<file path="src/rtl/ifu_pkg.sv">
// rtl/ifu_pkg.sv - widths, reset PC, FSM states and FIFO entry type for the fetch unit
package ifu_pkg;

   localparam int ADDR_W = 12;
   localparam int DATA_W = 16;
   localparam logic [ADDR_W-1:0] RESET_PC = 12'h000;

   typedef enum logic [1:0] {
      S_BOOT  = 2'd0,
      S_FETCH = 2'd1,
      S_HOLD  = 2'd2
   } ifu_state_e;

   typedef struct packed {
      logic [ADDR_W-1:0] pc;
      logic [DATA_W-1:0] instr;
   } ifu_entry_t;

endpackage

</file>
<file path="src/rtl/ifu_fifo.sv">
// rtl/ifu_fifo.sv - synchronous FIFO of PC-tagged instruction words with flush and level
// Head is read straight from the registered array, so a written word is visible next cycle.
module ifu_fifo
   import ifu_pkg::*;
#(
   parameter int DEPTH = 4
) (
   input  logic                   clk_i,
   input  logic                   rst_ni,
   input  logic                   flush_i,
   input  logic                   wr_en_i,
   input  ifu_entry_t             wr_data_i,
   input  logic                   rd_en_i,
   output ifu_entry_t             rd_data_o,
   output logic [$clog2(DEPTH):0] count_o,
   output logic                   empty_o
);

   localparam int AW = $clog2(DEPTH);
   localparam int CW = AW + 1;
   localparam logic [CW-1:0] FULL_CNT = CW'(DEPTH);

   ifu_entry_t        mem_q [DEPTH];
   logic [AW-1:0]     wr_ptr_q, rd_ptr_q;
   logic [CW-1:0]     count_q;
   logic              wr_ok, rd_ok;

   assign rd_ok = rd_en_i & (count_q != '0);
   assign wr_ok = wr_en_i & ((count_q != FULL_CNT) | rd_ok);

   always_ff @(posedge clk_i or negedge rst_ni) begin
      if (!rst_ni) begin
         wr_ptr_q <= '0;
         rd_ptr_q <= '0;
         count_q  <= '0;
      end else if (flush_i) begin
         wr_ptr_q <= '0;
         rd_ptr_q <= '0;
         count_q  <= '0;
      end else begin
         if (wr_ok) wr_ptr_q <= wr_ptr_q + 1'b1;
         if (rd_ok) rd_ptr_q <= rd_ptr_q + 1'b1;
         case ({wr_ok, rd_ok})
            2'b10:   count_q <= count_q + 1'b1;
            2'b01:   count_q <= count_q - 1'b1;
            default: count_q <= count_q;
         endcase
      end
   end

   always_ff @(posedge clk_i) begin
      if (wr_ok && !flush_i) mem_q[wr_ptr_q] <= wr_data_i;
   end

   assign rd_data_o = mem_q[rd_ptr_q];
   assign count_o   = count_q;
   assign empty_o   = (count_q == '0);

endmodule

</file>
<file path="src/rtl/instr_fetch_unit.sv">
// rtl/instr_fetch_unit.sv - fetch PC, sequential imem reads, tagged word buffer, redirect flush
// IFU_BYPASS_EN: a live response reaching an empty FIFO is presented to the decoder the same cycle.
module instr_fetch_unit
   import ifu_pkg::*;
#(
   parameter int DEPTH = 4
) (
   input  logic                   clk_i,
   input  logic                   rst_ni,
   output logic [ADDR_W-1:0]      imem_addr_o,
   output logic                   imem_rd_o,
   input  logic [DATA_W-1:0]      imem_q_i,
   output logic [DATA_W-1:0]      instr_out_o,
   output logic [ADDR_W-1:0]      instr_pc_o,
   output logic                   instr_valid_o,
   input  logic                   instr_ready_i,
   input  logic                   redirect_i,
   input  logic [ADDR_W-1:0]      redirect_addr_i,
   input  logic                   halt_i,
   output logic [$clog2(DEPTH):0] fifo_level_o
);

   localparam int CW = $clog2(DEPTH) + 1;
   localparam logic [CW:0] DEPTH_OCC = (CW+1)'(DEPTH);

   ifu_state_e        state_q, state_d;
   logic [ADDR_W-1:0] pc_q, pc_d, resp_pc_q;
   logic              inflight_q, dead_q;
   logic [CW-1:0]     count;
   logic [CW:0]       occ;
   logic              fifo_empty, fifo_wr, fifo_rd;
   ifu_entry_t        head, resp, out_entry;
   logic              redirect_live, live_resp, head_valid, bypass, pop, issue;

   assign redirect_live = redirect_i & (state_q != S_BOOT);
   assign live_resp     = inflight_q & ~dead_q;
   assign resp          = {resp_pc_q, imem_q_i};

`ifdef IFU_BYPASS_EN
   assign bypass    = live_resp & fifo_empty;
   assign out_entry = fifo_empty ? resp : head;
`else
   assign bypass    = 1'b0;
   assign out_entry = head;
`endif

   assign head_valid    = ~fifo_empty | bypass;
   assign instr_valid_o = head_valid & ~redirect_live;
   assign pop           = instr_valid_o & instr_ready_i;
   assign fifo_rd       = pop & ~fifo_empty;
   assign fifo_wr       = live_resp & ~(bypass & pop);

   // Buffered plus in-flight words may never exceed DEPTH; a same-cycle pop frees one slot.
   assign occ   = {1'b0, count} + {{CW{1'b0}}, inflight_q};
   assign issue = (state_q == S_FETCH) &
                  ((occ < DEPTH_OCC) | ((occ == DEPTH_OCC) & pop));

   always_comb begin
      state_d = state_q;
      pc_d    = pc_q;
      case (state_q)
         S_BOOT:  state_d = halt_i ? S_HOLD : S_FETCH;
         S_FETCH: if (halt_i) state_d = S_HOLD;
         S_HOLD:  if (!halt_i) state_d = S_FETCH;
         default: state_d = S_BOOT;
      endcase
      if (issue) pc_d = pc_q + 1'b1;
      if (redirect_live) pc_d = redirect_addr_i;
   end

   always_ff @(posedge clk_i or negedge rst_ni) begin
      if (!rst_ni) begin
         state_q    <= S_BOOT;
         pc_q       <= RESET_PC;
         resp_pc_q  <= '0;
         inflight_q <= 1'b0;
         dead_q     <= 1'b0;
      end else begin
         state_q    <= state_d;
         pc_q       <= pc_d;
         inflight_q <= issue;
         // A read issued alongside a redirect returns stale code and must be dropped.
         dead_q     <= issue & redirect_live;
         if (issue) resp_pc_q <= pc_q;
      end
   end

   ifu_fifo #(
      .DEPTH(DEPTH)
   ) u_fifo (
      .clk_i    (clk_i),
      .rst_ni   (rst_ni),
      .flush_i  (redirect_live),
      .wr_en_i  (fifo_wr),
      .wr_data_i(resp),
      .rd_en_i  (fifo_rd),
      .rd_data_o(head),
      .count_o  (count),
      .empty_o  (fifo_empty)
   );

   assign imem_addr_o  = pc_q;
   assign imem_rd_o    = issue;
   assign instr_out_o  = instr_valid_o ? out_entry.instr : '0;
   assign instr_pc_o   = instr_valid_o ? out_entry.pc : '0;
   assign fifo_level_o = count;

endmodule

</file>
<file path="config.mk">
export PLATFORM = sky130hd
export DESIGN_NAME = instr_fetch_unit
export DESIGN_NICKNAME = d
export VERILOG_FILES = /design/src/rtl/ifu_pkg.sv /design/src/rtl/ifu_fifo.sv /design/src/rtl/instr_fetch_unit.sv
export SDC_FILE = /design/constraint.sdc
export NUM_CORES = 1
export LEC_CHECK = 0
export CELL_PAD_IN_SITES_DETAIL_PLACEMENT = 1
export CELL_PAD_IN_SITES_GLOBAL_PLACEMENT = 1
export CORE_ASPECT_RATIO = 0.75
export CORE_MARGIN = 2
export CORE_UTILIZATION = 42
export CTS_CLUSTER_DIAMETER = 50
export DETAILED_ROUTE_END_ITERATION = 16
export PLACE_DENSITY_LB_ADDON = 0.1
export REMOVE_ABC_BUFFERS = 1
export SLEW_MARGIN = 40
export SYNTH_ARGS = -nofsm -noshare
export SYNTH_HDL_FRONTEND = slang
export SYNTH_SLANG_ARGS = --single-unit
export TNS_END_PERCENT = 1
</file>
<file path="constraint.sdc">
create_clock -name clk_i -period 2.1 [get_ports clk_i]
set_input_delay 0.42 -clock clk_i [delete_from_list [all_inputs] [get_ports clk_i]]
set_output_delay 0.42 -clock clk_i [all_outputs]
set_load 0.01 [all_outputs]
</file>
==> results.cfg, run 1 <==
[routing]
dr.pass1.iters = 4
wl_per_cell_um = 21.65
drcViolationCount = 0
drt_iter0_markers = 179
vias_per_cell = 5.378
ant_nets = 0
wirelength_um = 15650
route.vias.total = 3888

[setup_path]
crit_type = flip-flop to primary output
cp.required_ns = 1.68
worstSetupEndpointType = primary output
cp_max_fo = 3
worstPathArrival_ns = 1.99
cp-start-kind = flip-flop

[finish]
fin_nets = 551
drive_above_1_share = 0.3786
antenna_cells = 0
fillers = 1335
regArea_um2 = 4240
area_growth_pct = 39.39
multi_input_comb_area_um2 = 1931
fin_area_um2 = 8603

[synthesis]
synth_edf_count = 112
yosys.area_share.adder = 0.01743
synth_top_area_share = 0.5449
synth_compound_area_frac = 0.04338
ys_seq_area_frac = 0.6868
synth_area_per_cell_um2 = 16.86
ys_types = 46
yosys.area.top_type = edfxtp_1
synthMuxAreaShare = 0.1312
synthTopCellsByCount = edfxtp_1 (112), and3_1 (36), dfrtp_1 (35)
synth_top_family_by_area = multiplexers
synth-simple-area-share = 0.09548
synth_xor_area_frac = 0.005676
syn-instance-count = 366
synth_most_common_cell = edfxtp_1
synth-async-reset-ratio = 0.2381
ys_ff_latch = 147
ys_top_cells_by_area = edfxtp_1 (54%), dfrtp_1 (14%), mux4_2 (10%)
syn_area_um2 = 6172
ys.flop_type = edfxtp_1
yosysWarnings = 0

[floorplanning]
initial_core_util = 0.4284
dieArea_um2 = 15690
core-area_um2 = 14410
fp-row-count = 38
dieHeight_um = 109.0
pin_count = 78
die_w_um = 144.0

[pwr]
powerDensity_nw_per_um2 = 1315
vdd_drop_max_mv = 0.7297
power.leakage_nw = 3.188
finalPower_w = 0.01131

[sta]
fmax_ghz = 0.4146
hold_viol = 0
setup_viol = 36
report.final.slew_viol_count = 0
period_share = 1.149
fin_ws_ns = -0.3121
tightest_slew_ns = 0.4884
fin_crit_ns = 2.412
slew_headroom = 0.6744
rsz0062_at_grt = yes
fin_worst_skew_ns = 0.01427
tns_ns = -8.113

[outcome]
status = complete, but fails checks
violations = negative setup slack

[placement]
gp_congestion = 0.8157
dp_hpwl_um = 9878
portBuffers = 77
pre_cts_slack_ns = -0.4655
placed_area_um2 = 7659

[global_routing]
grt_pass1_wl_um = 24170
grt_max_degree = 36
grt_usage = 0.2125
gr-total-overflow = 0
grt_pass1_vias = 4267
antenna_found_initial = 0

[clock_network]
cts.clk_slew.worst_paths_ns = 0.07
cts_buffer_depth = 2
clock-sinks = 147
numCtsBuffers = 17
cts-htree-levels = 4
hold_buffers = 0
cts_tree = done
clk_latency_ns = 0.42
cts-root-buf = clkbuf_16

[job]
maxCapViolCount = 0

[hold_path]
min_path_type = input port to async pin
[critical path, stage by stage (launching register included)]
cell	delay (ns)
dfrtp_2	0.44
buf_12	0.15
buf_12	0.12
buf_6	0.11
mux4_2	0.45
and3_4	0.19
buf_6	0.12
[kinds of logic after synthesis]
| group | Yosys count |
|---|---|
| flops | 147 |
| fa+ha+maj | 8 |
| simple gates | 104 |
| mux | 41 |
| xor+xnor | 4 |
| buf+inv | 24 |
| compound gates | 38 |
[layout make-up]
class                           count  area share
Multi-Input combinational cell    195      0.2244
Inverter                            4    0.001745
Timing Repair Buffer              145      0.1787
Tap cell                          200     0.02909
Clock buffer                       17     0.04945
Clock inverter                     15     0.02371
Sequential cell                   147      0.4929
[metrics by stage]
step | util | cells | hold WS (ns)
after floorplan | - | 346 | 0.1244
after global placement | 0.5316 | 676 | 0.4970
after detailed placement | 0.5316 | 676 | 0.5273
after CTS | 0.5868 | 716 | 0.4309
after global routing | 0.5972 | 723 | 0.4660
final | 0.5972 | 723 | 0.4232
[final timing paths]
| check | cells past startpoint | startpoint | slack, ns | end |
|---|---|---|---|---|
| worst min-delay path | 2 | rst_ni | 0.42 | u_fifo.count_o[2] |
| worst max-delay path | 6 | u_fifo.rd_ptr_q[0] | -0.31 | instr_pc_o[9] |
| worst min register to register | 0 | resp_pc_q[5] | 0.53 | u_fifo.mem_q[0][21] |
| min in group clk_i | 0 | resp_pc_q[5] | 0.53 | u_fifo.mem_q[0][21] |
| max in group asynchronous | 2 | rst_ni | 1.31 | u_fifo.rd_ptr_q[0] |
| worst max register to register | 8 | u_fifo.count_o[0] | -0.21 | u_fifo.count_o[2] |
[timing repair]
| action | CTS | global route |
|---|---|---|
| pin swaps | 14 | 6 |
| setup endpoints to repair | 117 | 95 |
| buffers inserted | 6 | 7 |
| resized for setup | 122 | 46 |
| hold endpoints to repair | 0 | 0 |
| cloned | 2 | 2 |
[placed cells by master, fill, tap and decap left out, drive strengths merged, types with 2 or more instances in the layout]
cell | netlist | final
a21boi | 2 | 2
a21oi | 4 | 4
a31oi | 12 | 12
and3 | 36 | 36
and4 | 2 | 2
buf | 7 | 89
bufinv | 0 | 4
clkbuf | 13 | 25
clkdlybuf4s50 | 0 | 46
clkinv | 0 | 6
clkinvlp | 0 | 2
dfrtp | 35 | 35
edfxtp | 112 | 112
ha | 7 | 7
inv | 4 | 7
mux2 | 12 | 12
mux4 | 28 | 28
nand2 | 8 | 8
nand3 | 9 | 9
nand4 | 6 | 6
nor2 | 18 | 18
nor3 | 5 | 5
o21ai | 8 | 8
o21bai | 2 | 2
o31ai | 4 | 4
or3 | 8 | 8
or4 | 4 | 4
xnor2 | 2 | 2
xor2 | 2 | 2
[state kept, by name, summed over array words and instances (netlist names)]
name and count:
u_fifo.mem_q 112, imem_addr_o 12, resp_pc_q 12, u_fifo.count_o 3
state_q 2, u_fifo.rd_ptr_q 2, u_fifo.wr_ptr_q 2, dead_q 1
inflight_q 1
[power by group]
part | switching (W) | internal [W] | total [W]
logic | 0.00177 | 0.00229 | 0.00406
registers | 0.000342 | 0.00367 | 0.00401
clock network | 0.00124 | 0.00200 | 0.00324
total | 0.00335 | 0.00796 | 0.0113
[metal layers]
layer  track usage  vias to the layer above  routed length (µm)
li1              -                     1752                   -
met1        0.2889                     2056                7208
met2        0.3398                       71                7816
met3       0.04831                        9                 467
met4       0.07633                        0                 158
met5             0                        -                   0
Power figures use the tool's default switching activity.
==> run 2: changes to the inputs <==
Settings changed: REMOVE_ABC_BUFFERS 1 to default.
==> run 2 against run 1 <==
Compared with the run above: the flow still finishes with violations (negative setup slack); combinational power is 1% higher; cell count is 1.7% lower; non-clock buffer count is 12 lower; critical path depth is 1 lower; global-route usage is 1.4 points lower; worst hold slack better by 0.013 ns; via count is 1.6% lower; sequential power hardly changed; register-to-register slack better by 0.07 ns; critical endpoint is now instr_pc_o[11]; largest cell class unchanged.
==> results.cfg, run 2 (same netlist as run 1, synthesis figures left out) <==
[sta]
rsz0062_at_grt = yes
hold_viol = 0
fin_ws_ns = -0.2918
fin_crit_ns = 2.392
report.final.slew_viol_count = 0
tightest_slew_ns = 0.5119
period_share = 1.139
fmax_ghz = 0.4181
fin_worst_skew_ns = 0.004231
slew_headroom = 0.6587
setup_viol = 38

[routing]
dr.pass1.iters = 4
vias_per_cell = 5.381
wl_per_cell_um = 20.59
ant_nets = 0
top_layer = met4
route.layer.met1.wl_um = 6813
route.met2.wl_um = 7189
wirelength_um = 14640
route.vias.total = 3826
drt_iter0_markers = 194
wl_met3_um = 475
drcViolationCount = 0

[finish]
multi_input_comb_area_um2 = 1983
fin_nets = 539
antenna_cells = 0
regArea_um2 = 4243
fin_area_um2 = 8487
layout_commonest_cell = edfxtp_1
fillers = 1344
area_growth_pct = 37.50
regMostFlops = u_fifo.mem_q
drive_above_1_share = 0.3738
largest_register_ffs = 112
final_cell_mix = edfxtp_1 (112), clkdlybuf4s50_1 (46), buf_4 (33)

[floorplanning]
fp-row-count = 38
core-area_um2 = 14410
dieArea_um2 = 15690
pin_count = 78
initial_core_util = 0.4284
die_w_um = 144.0
dieHeight_um = 109.0

[hold_path]
min_path_type = input port to async pin

[placement]
gp_congestion = 0.7881
dp_hpwl_um = 8567
placed_area_um2 = 7481
portBuffers = 77

[clock_network]
cts-htree-levels = 4
cts_buffer_depth = 2
cts.clk_slew.worst_paths_ns = 0.06
numCtsBuffers = 17
cts_tree = done
cts-root-buf = clkbuf_16
clock-sinks = 147
clk_latency_ns = 0.42

[setup_path]
cp-start-kind = flip-flop
cp.required_ns = 1.68
crit_type = flip-flop to primary output
worstSetupEndpointType = primary output
r2r-start = u_fifo.count_o[0]
cp_max_fo = 7
worstPathArrival_ns = 1.97
startpoint = u_fifo.count_o[0]

[global_routing]
grt_pass1_vias = 4063
grt_usage = 0.1983
grt_max_degree = 36
gr-total-overflow = 0
grt_pass1_wl_um = 22530
antenna_found_initial = 0

[synthesis]
syn_nets = 407

[outcome]
violations = negative setup slack
status = complete, but fails checks

[pwr]
finalPower_w = 0.01116
vdd_drop_max_mv = 0.5983
power.leakage_nw = 3.088
powerDensity_nw_per_um2 = 1315

[job]
maxCapViolCount = 0
-- run 2: cell types whose count changed in the layout (fill, tap and decap cells not counted), moves of 3 or more --
cell / previous run / this run
buf_4: 41 / 33
clkbuf_1: 0 / 5
buf_12: 18 / 12
buf_2: 6 / 10
buf_6: 22 / 27
clkbuf_2: 6 / 0
and3_4: 16 / 23
and3_1: 16 / 13
and3_2: 4 / 0
-- run 2: worst max-delay path: stages, from the launching register on --
cell,delay [ns]
dfrtp_2,0.41
buf_6,0.13
or3_4,0.50
clkbuf_16,0.21
and3_4,0.18
buf_6,0.12
-- run 2: area by class of cell --
type                       count  area share
tap                          200     0.02949
clock inverter                 9     0.01577
sequential                   147      0.4999
clock buffer                  23     0.05396
multi-input combinational    195      0.2337
inverter                       4    0.001769
timing repair buffer         133      0.1654
-- run 2: metal layers --
metal | track usage | vias to the layer above
li1 | - | 1736
met1 | 0.2657 | 2007
met2 | 0.3204 | 68
met3 | 0.05007 | 15
met4 | 0.06653 | 0
met5 | 0 | -
-- run 2: per-stage QoR --
stage            util  instances  hold WS (ns)  setup TNS, ns  worst slack (ns)
2_1_floorplan       -        366        0.1244        -0.8169           -0.1373
6_report       0.5891        711        0.4363         -8.504           -0.2918
4_1_cts        0.5714        698        0.4520         -7.898           -0.3621
5_1_grt        0.5891        711        0.4702         -10.90           -0.3463
3_5_place_dp   0.5193        659        0.5067         -27.32           -0.3683
3_3_place_gp   0.5193        659        0.4969         -22.38           -0.3408
-- run 2: final timing paths --
kind,end,slack (ns),cells after the start
max,instr_pc_o[11],-0.29,5
min reg2reg,u_fifo.mem_q[1][24],0.52,0
min in group clk_i,u_fifo.mem_q[1][24],0.52,0
max reg2reg,imem_addr_o[5],-0.14,8
min,resp_pc_q[6],0.44,2
max in group asynchronous,u_fifo.count_o[1],1.27,2
-- run 2: report_power, final --
part	leakage [nW]	internal, W	switching [W]	total [W]
logic	1.39	0.00236	0.00177	0.00412
clock network	0.285	0.00190	0.00113	0.00304
registers	1.42	0.00367	0.000332	0.00400
-- run 2: what timing repair did --
| action | 4_1_cts | 5_1_grt |
|---|---|---|
| hold buffers | 0 | 0 |
| resized for setup | 138 | 48 |
| cloned | 2 | 3 |
| pin swaps | 15 | 13 |
| setup buffers | 5 | 11 |
| setup endpoints to repair | 54 | 40 |
| hold endpoints to repair | 0 | 0 |
